File: config.mk
export PLATFORM = sky130hd
export DESIGN_NAME = id_decode_unit
export DESIGN_NICKNAME = d
export VERILOG_FILES = /design/src/rtl/id_decode_pkg.sv /design/src/rtl/id_imm_gen.sv /design/src/rtl/id_decode_unit.sv
export SDC_FILE = /design/constraint.sdc
export NUM_CORES = 1
export LEC_CHECK = 0
export ABC_AREA = 0
export CAP_MARGIN = 5
export CORE_ASPECT_RATIO = 0.7
export CORE_MARGIN = 10
export CORE_UTILIZATION = 32
export CTS_BUF_LIST = sky130_fd_sc_hd__clkbuf_16
export CTS_CLUSTER_DIAMETER = 200
export DETAILED_ROUTE_END_ITERATION = 7
export DONT_BUFFER_PORTS = 1
export SLEW_MARGIN = 20
export SYNTH_ARGS = -nofsm -noshare
export SYNTH_HDL_FRONTEND = slang
export SYNTH_SLANG_ARGS = --single-unit
File: constraint.sdc
create_clock -name clk -period 2.1 [get_ports clk]
set_input_delay 0.21 -clock clk [delete_from_list [all_inputs] [get_ports clk]]
set_output_delay 0.21 -clock clk [all_outputs]
set_load 0.005 [all_outputs]
File: src/rtl/id_decode_pkg.sv
// Shared types for the instruction decode stage: opcode constants, control
// enums and the registered decode payload handed to execute.
package id_decode_pkg;

    // Payload datapath fields are sized for the widest supported XLEN and zero-extended.
    localparam int DATA_W = 64;

    localparam logic [6:0] OPC_LUI    = 7'b0110111;
    localparam logic [6:0] OPC_AUIPC  = 7'b0010111;
    localparam logic [6:0] OPC_JAL    = 7'b1101111;
    localparam logic [6:0] OPC_JALR   = 7'b1100111;
    localparam logic [6:0] OPC_BRANCH = 7'b1100011;
    localparam logic [6:0] OPC_LOAD   = 7'b0000011;
    localparam logic [6:0] OPC_STORE  = 7'b0100011;
    localparam logic [6:0] OPC_OP_IMM = 7'b0010011;
    localparam logic [6:0] OPC_OP     = 7'b0110011;

    typedef enum logic [2:0] {IMM_I = 3'd0, IMM_S, IMM_B, IMM_U, IMM_J, IMM_NONE} imm_type_t;

    typedef enum logic [3:0] {
        ALU_ADD = 4'd0, ALU_SUB, ALU_SLL, ALU_SLT, ALU_SLTU,
        ALU_XOR, ALU_SRL, ALU_SRA, ALU_OR, ALU_AND
    } aluop_t;

    typedef enum logic [3:0] {
        CF_NONE = 4'd0, CF_BEQ, CF_BNE, CF_BLT, CF_BGE, CF_BLTU, CF_BGEU, CF_JAL, CF_JALR
    } cfuop_t;

    typedef enum logic [1:0] {OPA_RS1 = 2'd0, OPA_PC, OPA_ZERO} opr_a_sel_t;
    typedef enum logic       {OPB_RS2 = 1'b0, OPB_IMM} opr_b_sel_t;
    typedef enum logic [1:0] {WB_ALU = 2'd0, WB_MEM, WB_PC4} wb_sel_t;

    typedef struct packed {
        logic [4:0]        rd;
        logic [DATA_W-1:0] opr_a;
        logic [DATA_W-1:0] opr_b;
        logic [DATA_W-1:0] imm;
        logic [DATA_W-1:0] pc;
        logic [DATA_W-1:0] pc4;
        aluop_t            aluop;
        cfuop_t            cfuop;
        logic              rf_en;
        logic              dm_en;
        opr_a_sel_t        opr_a_sel;
        opr_b_sel_t        opr_b_sel;
        wb_sel_t           wb_sel;
        logic              illegal;
    } id_out_t;

    // sub_en selects SUB for funct3=000 (register form only); sra_en selects SRA for funct3=101.
    function automatic aluop_t alu_op_decode(input logic [2:0] f3, input logic sub_en,
                                             input logic sra_en);
        case (f3)
            3'b000:  return sub_en ? ALU_SUB : ALU_ADD;
            3'b001:  return ALU_SLL;
            3'b010:  return ALU_SLT;
            3'b011:  return ALU_SLTU;
            3'b100:  return ALU_XOR;
            3'b101:  return sra_en ? ALU_SRA : ALU_SRL;
            3'b110:  return ALU_OR;
            3'b111:  return ALU_AND;
            default: return ALU_ADD;
        endcase
    endfunction

    function automatic cfuop_t branch_decode(input logic [2:0] f3);
        case (f3)
            3'b000:  return CF_BEQ;
            3'b001:  return CF_BNE;
            3'b100:  return CF_BLT;
            3'b101:  return CF_BGE;
            3'b110:  return CF_BLTU;
            3'b111:  return CF_BGEU;
            default: return CF_NONE;
        endcase
    endfunction

endpackage

File: src/rtl/id_imm_gen.sv
// Combinational immediate extraction; every format is sign-extended from inst[31].
module id_imm_gen
    import id_decode_pkg::*;
#(
    parameter int XLEN = 32
) (
    input  logic [31:7]     inst,
    input  imm_type_t       imm_type,
    output logic [XLEN-1:0] imm
);

    // Format select; a size cast of a signed value replicates the sign bit.
    always_comb begin
        imm = '0;
        case (imm_type)
            IMM_I:   imm = XLEN'($signed(inst[31:20]));
            IMM_S:   imm = XLEN'($signed({inst[31:25], inst[11:7]}));
            IMM_B:   imm = XLEN'($signed({inst[31], inst[7], inst[30:25], inst[11:8], 1'b0}));
            IMM_U:   imm = XLEN'($signed({inst[31:12], 12'h000}));
            IMM_J:   imm = XLEN'($signed({inst[31], inst[19:12], inst[20], inst[30:21], 1'b0}));
            default: imm = '0;
        endcase
    end

endmodule

File: src/rtl/id_decode_unit.sv
// Decode stage: control decode, register-operand capture, load-use stall and a
// single registered output slot with valid/ready handshakes on both sides.
module id_decode_unit
    import id_decode_pkg::*;
#(
    parameter int XLEN           = 32,
    parameter bit LOAD_USE_STALL = 1'b1
) (
    input  logic            clk,
    input  logic            rst_n,
    input  logic            in_valid,
    output logic            in_ready,
    input  logic [31:0]     in_inst,
    input  logic [XLEN-1:0] in_pc,
    input  logic            flush,
    output logic [4:0]      rs1_addr,
    output logic [4:0]      rs2_addr,
    input  logic [XLEN-1:0] rs1_data,
    input  logic [XLEN-1:0] rs2_data,
    input  logic            ex_is_load,
    input  logic [4:0]      ex_rd,
    output logic            out_valid,
    input  logic            out_ready,
    output id_out_t         out_data
);

    logic [6:0]  opcode_s;
    logic [2:0]  funct3_s;
    logic [4:0]  rd_s;
    imm_type_t   imm_type_s;
    aluop_t      aluop_s;
    cfuop_t      cfuop_s;
    opr_a_sel_t  a_sel_s;
    opr_b_sel_t  b_sel_s;
    wb_sel_t     wb_sel_s;
    logic        rf_we_s;
    logic        dm_en_s;
    logic        reads_rs1_s;
    logic        reads_rs2_s;
    logic        illegal_s;
    logic        hazard_s;
    logic        accept_s;
    logic [XLEN-1:0] imm_s;
    logic [XLEN-1:0] pc4_s;
    id_out_t     next_data_s;
    logic        out_valid_r;
    id_out_t     out_data_r;

    assign opcode_s = in_inst[6:0];
    assign funct3_s = in_inst[14:12];
    assign rd_s     = in_inst[11:7];
    assign rs1_addr = in_inst[19:15];
    assign rs2_addr = in_inst[24:20];

    // Control decode; the opcode compare includes inst[1:0], so compressed encodings land in default.
    always_comb begin
        imm_type_s  = IMM_NONE;
        aluop_s     = ALU_ADD;
        cfuop_s     = CF_NONE;
        a_sel_s     = OPA_RS1;
        b_sel_s     = OPB_RS2;
        wb_sel_s    = WB_ALU;
        rf_we_s     = 1'b0;
        dm_en_s     = 1'b0;
        reads_rs1_s = 1'b0;
        reads_rs2_s = 1'b0;
        illegal_s   = 1'b0;
        case (opcode_s)
            OPC_LUI: begin
                imm_type_s = IMM_U; rf_we_s = 1'b1; a_sel_s = OPA_ZERO; b_sel_s = OPB_IMM;
            end
            OPC_AUIPC: begin
                imm_type_s = IMM_U; rf_we_s = 1'b1; a_sel_s = OPA_PC; b_sel_s = OPB_IMM;
            end
            OPC_JAL: begin
                imm_type_s = IMM_J; rf_we_s = 1'b1; cfuop_s = CF_JAL;
                a_sel_s = OPA_PC; b_sel_s = OPB_IMM; wb_sel_s = WB_PC4;
            end
            OPC_JALR: begin
                imm_type_s = IMM_I; rf_we_s = 1'b1; cfuop_s = CF_JALR; reads_rs1_s = 1'b1;
                b_sel_s = OPB_IMM; wb_sel_s = WB_PC4;
            end
            OPC_BRANCH: begin
                imm_type_s = IMM_B; cfuop_s = branch_decode(funct3_s);
                reads_rs1_s = 1'b1; reads_rs2_s = 1'b1; a_sel_s = OPA_PC; b_sel_s = OPB_IMM;
            end
            OPC_LOAD: begin
                imm_type_s = IMM_I; rf_we_s = 1'b1; dm_en_s = 1'b1; reads_rs1_s = 1'b1;
                b_sel_s = OPB_IMM; wb_sel_s = WB_MEM;
            end
            OPC_STORE: begin
                imm_type_s = IMM_S; dm_en_s = 1'b1; reads_rs1_s = 1'b1; reads_rs2_s = 1'b1;
                b_sel_s = OPB_IMM;
            end
            OPC_OP_IMM: begin
                imm_type_s = IMM_I; rf_we_s = 1'b1; reads_rs1_s = 1'b1; b_sel_s = OPB_IMM;
                aluop_s = alu_op_decode(funct3_s, 1'b0, in_inst[30]);
            end
            OPC_OP: begin
                rf_we_s = 1'b1; reads_rs1_s = 1'b1; reads_rs2_s = 1'b1;
                aluop_s = alu_op_decode(funct3_s, in_inst[30], in_inst[30]);
            end
            default: illegal_s = 1'b1;
        endcase
    end

    id_imm_gen #(.XLEN(XLEN)) u_imm_gen (
        .inst     (in_inst[31:7]),
        .imm_type (imm_type_s),
        .imm      (imm_s)
    );

    assign pc4_s = in_pc + XLEN'(32'd4);

    // Only rs fields the opcode really reads can collide with a load still in EX.
    assign hazard_s = LOAD_USE_STALL && in_valid && ex_is_load && (ex_rd != 5'd0) &&
                      ((reads_rs1_s && (rs1_addr == ex_rd)) ||
                       (reads_rs2_s && (rs2_addr == ex_rd)));

    assign in_ready = (!out_valid_r || out_ready) && !hazard_s && !flush;
    assign accept_s = in_valid && in_ready;

    // Payload assembly; x0 reads as zero regardless of the register file.
    always_comb begin
        next_data_s           = '0;
        next_data_s.rd        = rd_s;
        next_data_s.opr_a     = (rs1_addr == 5'd0) ? '0 : DATA_W'(rs1_data);
        next_data_s.opr_b     = (rs2_addr == 5'd0) ? '0 : DATA_W'(rs2_data);
        next_data_s.imm       = DATA_W'(imm_s);
        next_data_s.pc        = DATA_W'(in_pc);
        next_data_s.pc4       = DATA_W'(pc4_s);
        next_data_s.aluop     = aluop_s;
        next_data_s.cfuop     = cfuop_s;
        next_data_s.rf_en     = rf_we_s && (rd_s != 5'd0);
        next_data_s.dm_en     = dm_en_s;
        next_data_s.opr_a_sel = a_sel_s;
        next_data_s.opr_b_sel = b_sel_s;
        next_data_s.wb_sel    = wb_sel_s;
        next_data_s.illegal   = illegal_s;
    end

    // Output slot: flush beats accept, accept beats drain, otherwise hold.
    always_ff @(posedge clk or negedge rst_n) begin
        if (!rst_n) begin
            out_valid_r <= 1'b0;
            out_data_r  <= '0;
        end else if (flush) begin
            out_valid_r <= 1'b0;
        end else if (accept_s) begin
            out_valid_r <= 1'b1;
            out_data_r  <= next_data_s;
        end else if (out_ready) begin
            out_valid_r <= 1'b0;
        end else begin
            out_valid_r <= out_valid_r;
        end
    end

    assign out_valid = out_valid_r;
    assign out_data  = out_data_r;

endmodule
After elaboration in Yosys (flattened, before gate mapping)
Cells that the tools add are included.

word-level totals
  output and inout bits = 353
  bits in registers = 246
  input bits = 139
  logic and storage cells = 93

operators by class
  add/subtract/negate cells = 1
  bitwise logic cells = 1
  mux-type cells = 22
  reductions and logical operators = 32
  equality and inequality tests = 22

operators with widths
  operator                                                               number
  32-bit one-hot mux with 5 select lines                                 1
  32-bit two-way mux                                                     2
  4-bit one-hot mux with 8 select lines                                  2
  32-bit by 3-bit adder with 32-bit output, second input constant        1
  7-bit by 6-bit equality test with 1-bit output, second input constant  3
  7-bit equality test, second input constant                             3
  3-bit one-hot mux with 6 select lines                                  1
  3-bit equality test, second input constant                             5
  3-bit one-hot mux with 5 select lines                                  1
  7-bit by 5-bit equality test with 1-bit output, second input constant  2
  3-bit by 2-bit equality test with 1-bit output, second input constant  4
  4-bit one-hot mux with 3 select lines                                  1
  1-bit two-way mux                                                      11
  5-bit equality test                                                    2
  5-bit logical NOT                                                      2
  5-bit nonzero test                                                     2
  1-bit logical AND                                                      9
  3-bit OR reduction                                                     3
  9-bit OR reduction                                                     1
  2-bit one-hot mux with 2 select lines                                  2
  4-bit one-hot mux with 2 select lines                                  1
  8-bit OR reduction                                                     1
  7-bit by 2-bit equality test with 1-bit output, second input constant  1
  7-bit OR reduction                                                     1
  other kinds (9)                                                        16

Longest topological paths before layout
  word-level depth = 12
  mapped depth = 9

Cells and area by module
From an unflattened synthesis, not the netlist that was laid out.

unflattened totals
  cells, all modules = 969
  area, all modules = 10239.8 um^2

modules (own cells, without submodules)
  module          area an instance (um^2)  times used  cells each
  id_decode_unit  9699.3                   1           875
  id_imm_gen      540.5                    1           94

Worst setup path before layout
No wires, ideal clock.

  path type = input to register
  start = input in_inst[2]
  end = register out_data_r (netlist bit out_data[336])
  path slack = 0.004 ns
  arrival time = 1.968 ns
  data required time = 1.972 ns
  cell stages on the path = 9
  setup time = 0.128 ns
  path through = clkbuf_1 nor2_4 nand3_2 or4_4 a21oi_2 nor2_2 buf_6 buf_6 mux2_1

between the ends
  longest elaborated chain between the ends = 11

RTL lines
  element                                                                           RTL line                                      RTL
  start: declaration                                                                id_decode_unit.sv:13                          input logic [31:0] in_inst,
  7-bit by 6-bit equality test with 1-bit output (tied with other cells)            id_decode_unit.sv:68                          case (opcode_s)
  6-bit OR reduction (no source line) / 3-bit OR reduction (equally long branches)  n/a
  1-bit two-way mux                                                                 id_decode_unit.sv:68
  1-bit logical AND (on tied branches)                                              id_decode_unit.sv:117, id_decode_unit.sv:118
  1-bit logical OR (*)                                                              id_decode_unit.sv:117                         ((reads_rs1_s && (rs1_addr == ex_rd)) ||
  1-bit logical AND (*)                                                             id_decode_unit.sv:116                         assign hazard_s = LOAD_USE_STALL && in_valid && ex_is_load && (ex_rd != 5'd0) &&
  1-bit logical NOT (*)                                                             id_decode_unit.sv:120                         assign in_ready = (!out_valid_r || out_ready) && !hazard_s && !flush;
  1-bit logical AND (*) (2 in a row)                                                id_decode_unit.sv:120
  1-bit logical AND (*)                                                             id_decode_unit.sv:121                         assign accept_s = in_valid && in_ready;
  2-bit AND reduction (no source line) (*)                                          n/a
  end signal: assignment                                                            id_decode_unit.sv:151                         out_data_r <= next_data_s;
  end: declaration                                                                  id_decode_unit.sv:47                          id_out_t out_data_r;

Mark *: on every way between the ends. The rest lies on a longest branch, timed or not.
A chain may end at the register's enable or synchronous reset.

Final worst setup path
  start = input in_pc[3]
  end = register out_data_r (netlist bit out_data[44])

between the ends
  longest elaborated chain between the ends = 1

RTL lines
  element                                   RTL line               RTL
  start: declaration                        id_decode_unit.sv:14   input logic [XLEN-1:0] in_pc,
  32-bit by 3-bit adder with 32-bit output  id_decode_unit.sv:113  assign pc4_s = in_pc + XLEN'(32'd4);

Every way passes these cells.

==> out/metrics.yaml <==
status: "finished with violations"
violations_in_the_final_reports: "hold timing"
synth.distinct_cells: 47
postRouteAntennaNets: 0
critPathCapture: "out_data[44]"
clkLatencyLatePin_ns: 0.45
critical_path_at_ns: 2.21
seq_area_frac_synth: 0.4592
worstMarginPinSlew_ns: 0.5458
clock_sink_count: 180
grt-ovfl-total: 0
worstRegToRegCells: 6
crit_fanout: 7
crit_path_frequent_cell: "nand3_1"
layout_min_cycle_time_ns: 1.886
setup_repair_after_global_routing_missed_its_margin: "false"
post-dp-hpwl_mm: 23.87
grt.total_usage: 0.1655
worst_ir_drop_vdd_mv: 0.4839
yosys_most_used_dff: "dfrtp_1"
dr.first_iter.drc_count: 308
worst_setup_path_startpoint: "in_pc[3]"
critical_path.max_stage_delay_ns: 0.60
p_total_mw: 8.851
dpl_worst_slack_ns: -0.2648
utilization: 0.3865
grt_pass1_vias: 7047
route.vias.total: 6498
synth-async-reset-ratio: 1.000
synth-edff-count: 0
cp_slowest_cell: "dlygate4sd3_1"
cell_chain_critical_path: "dlygate4sd3_1, ha_1, nand3_1, nor3_1, buf_4, nand3_1, nor2_1, xnor2_1, mux2_2"
post_dp_cell_area_um2: 9792
synthTopCellsByCount: "180 x dfrtp_1, 179 x buf_4, 100 x inv_1, 93 x mux2i_1, 93 x nand2_1"
totalWireLength_mm: 32.45
timing.critical_path.depth: 9
nets: 1211
synth_largest_type_area_fraction: 0.4592
cts_made_buffers: 17
fp.coreArea_um2: 30110
max-slew-margin-rel: 0.6361
fp.dieArea_um2: 38160
timing.final.crit_share: 0.8981
cap_violations: 0
initial_core_util: 0.3258
syn_inst: 939
ff_latch_count_synth: 180
required_time_at_the_worst_slack_endpoint_ns: 2.42
syn2layout_area_growth_pct: 18.65
detail_route.first_pass.iterations: 4
buffers_from_clock_root_to_sink_at_most: 2
leakage_nw: 5.455
post_synth.cell_area_avg_um2: 10.45
synth_top_cell_by_area: "dfrtp_1"
h-tree-depth: 4
die_y_um: 166.5
critical_path.n_buffers_inverters: 2
post_cts.resized_instances: 0
final_sum_of_negative_setup_slack_ns: 0
timing.setup.critical_path_class: "in2reg"
endpoint_type_of_the_worst_setup_path: "register"
synth_warnings: 0
critPathTopFamily: "buffers and inverters"
globalplace.congestion: 0.7833
die_width_um: 229.3
maxClockFrequency_mhz: 530.2
clock_tree_root: "clkbuf_16"
fin_area_um2: 11640
ctsHoldBuffers: 125
clock_transition_at_the_register_clock_pins_on_the_worst_setup_and_hold_paths_after_cts_ns: 0.08
placementRows: 53
worst_hold_slack_ns: -0.5497
report.final.setup_viol: 0
startpoint_of_the_most_critical_register_to_register_path: "out_valid"
regToRegSetupSlack_ns: 0.28
powerDensity_nw_per_um2: 760.6
place.port_buffers: 0
remaining_drc_errors: 0
critical_path.startpoint_type: "input pin"
finalClockSkew_ns: 0.01093
netlist_area_um2: 9808
synth.top_cells.by_area: "dfrtp_1 46%, buf_4 14%, mux2i_1 9.5%"
timing.final.ws_setup_ns: 0.2139
cts_tree: "built"
detail_route.wl_per_cell_um: 21.71
post_route_cells_drive_above_1_share: 0.1385
via_per_inst: 4.346
timing.final.max_slew_violations: 0
antenna_found_initial: 1
ios: 492
antenna-diode-count: 0
worst_r2r_dst: "out_data[41]"
synth.most_common_cell: "dfrtp_1"
grt_start_max_net_pins: 181
grt_first_pass_wirelength_mm: 48.08
hold_path.class: "in2async"
final_hold_viol_count: 180
worst min path at each step:
stage                     startpoint            end  slack, ns  cells past startpoint
final                          rst_n  out_data[217]      -0.55                      0
after global placement         rst_n  out_data[217]      -0.08                      0
after floorplan                rst_n    out_data[0]      -0.09                      0
after global routing           rst_n  out_data[221]      -0.59                      0
after CTS                      rst_n  out_data[217]      -0.58                      0
after detailed placement       rst_n  out_data[217]      -0.08                      0
power by group:
group	leakage [nW]	internal, mW	switching, mW
registers	2.21	3.96	0.519
clock network	0.277	1.67	1.54
logic	2.97	0.642	0.525
total	5.46	6.27	2.58
layer usage:
metal / vias up / global-route usage / routed length, um / share of wire
li1: 2952 / - / - / -
met5: - / 0 / 20 / 0.00062
met1: 3250 / 0.1796 / 12210 / 0.38
met3: 26 / 0.09268 / 3724 / 0.11
met4: 2 / 0.04709 / 631 / 0.019
met2: 268 / 0.2728 / 15870 / 0.49
worst reg2reg max path, delay by kind of cell, from the launching register on:
family	cells	cell delay (ns)
buffers and inverters	2	0.38
multiplexers	1	0.36
AND/OR/NAND/NOR	2	0.38
AO/OA/AOI/OAI	1	0.17
flip-flops	1	0.43
cells in the final DEF (no fill, tap or decap), types with 8 or more instances in the layout:
cell type,netlist,layout
xnor2_1,25,25
clkbuf_16,0,17
nor3_1,8,8
mux2_4,15,15
buf_12,0,8
mux2_1,10,10
nand2_1,93,93
mux2i_1,93,93
a21oi_1,29,29
conb_1,1,160
dlygate4sd3_1,0,125
nand4_1,10,10
mux2_2,61,61
nor2_1,26,26
dfrtp_1,180,180
o21ai_0,11,11
nand3_1,15,15
buf_4,179,29
inv_1,100,100
xor2_1,14,14
registers in the layout, summed over array words and instances (netlist names):
register   count
out_data     179
out_valid      1
area by class of cell:
type                       instances  area, um^2
fill                            2961       18470
sequential                       180        4504
clock inverter                    14       141.4
multi-input combinational        610        4046
tap                              412       515.5
clock buffer                      17       425.4
inverter                         100       375.4
timing repair buffer             162        1629
logic make-up (layout without fill, tap and decap cells):
family | count (synthesis) | after routing | share of synthesized area
buf+inv | 308 | 293 | 0.1902
flops | 180 | 180 | 0.4592
mux | 179 | 179 | 0.1994
simple gates | 177 | 177 | 0.08266
compound gates | 54 | 54 | 0.03202
xor+xnor | 39 | 39 | 0.03483
fa+ha+maj | 1 | 1 | 0.001275
other cells | 1 | 160 | 0.0003823
metrics by stage:
stage | hold slack (ns) | std cells
after floorplan | -0.08559 | 1098
after global placement | -0.07850 | 1337
after detailed placement | -0.07936 | 1337
after CTS | -0.5777 | 1493
after global routing | -0.5896 | 1495
final | -0.5497 | 1495
timing repair:
item / in CTS / in global routing
buffers inserted: 0 / 2
hold endpoints to repair: 323 / 180
endpoints found under the setup margin: 0 / 106
(Power assumes the default switching activity.)
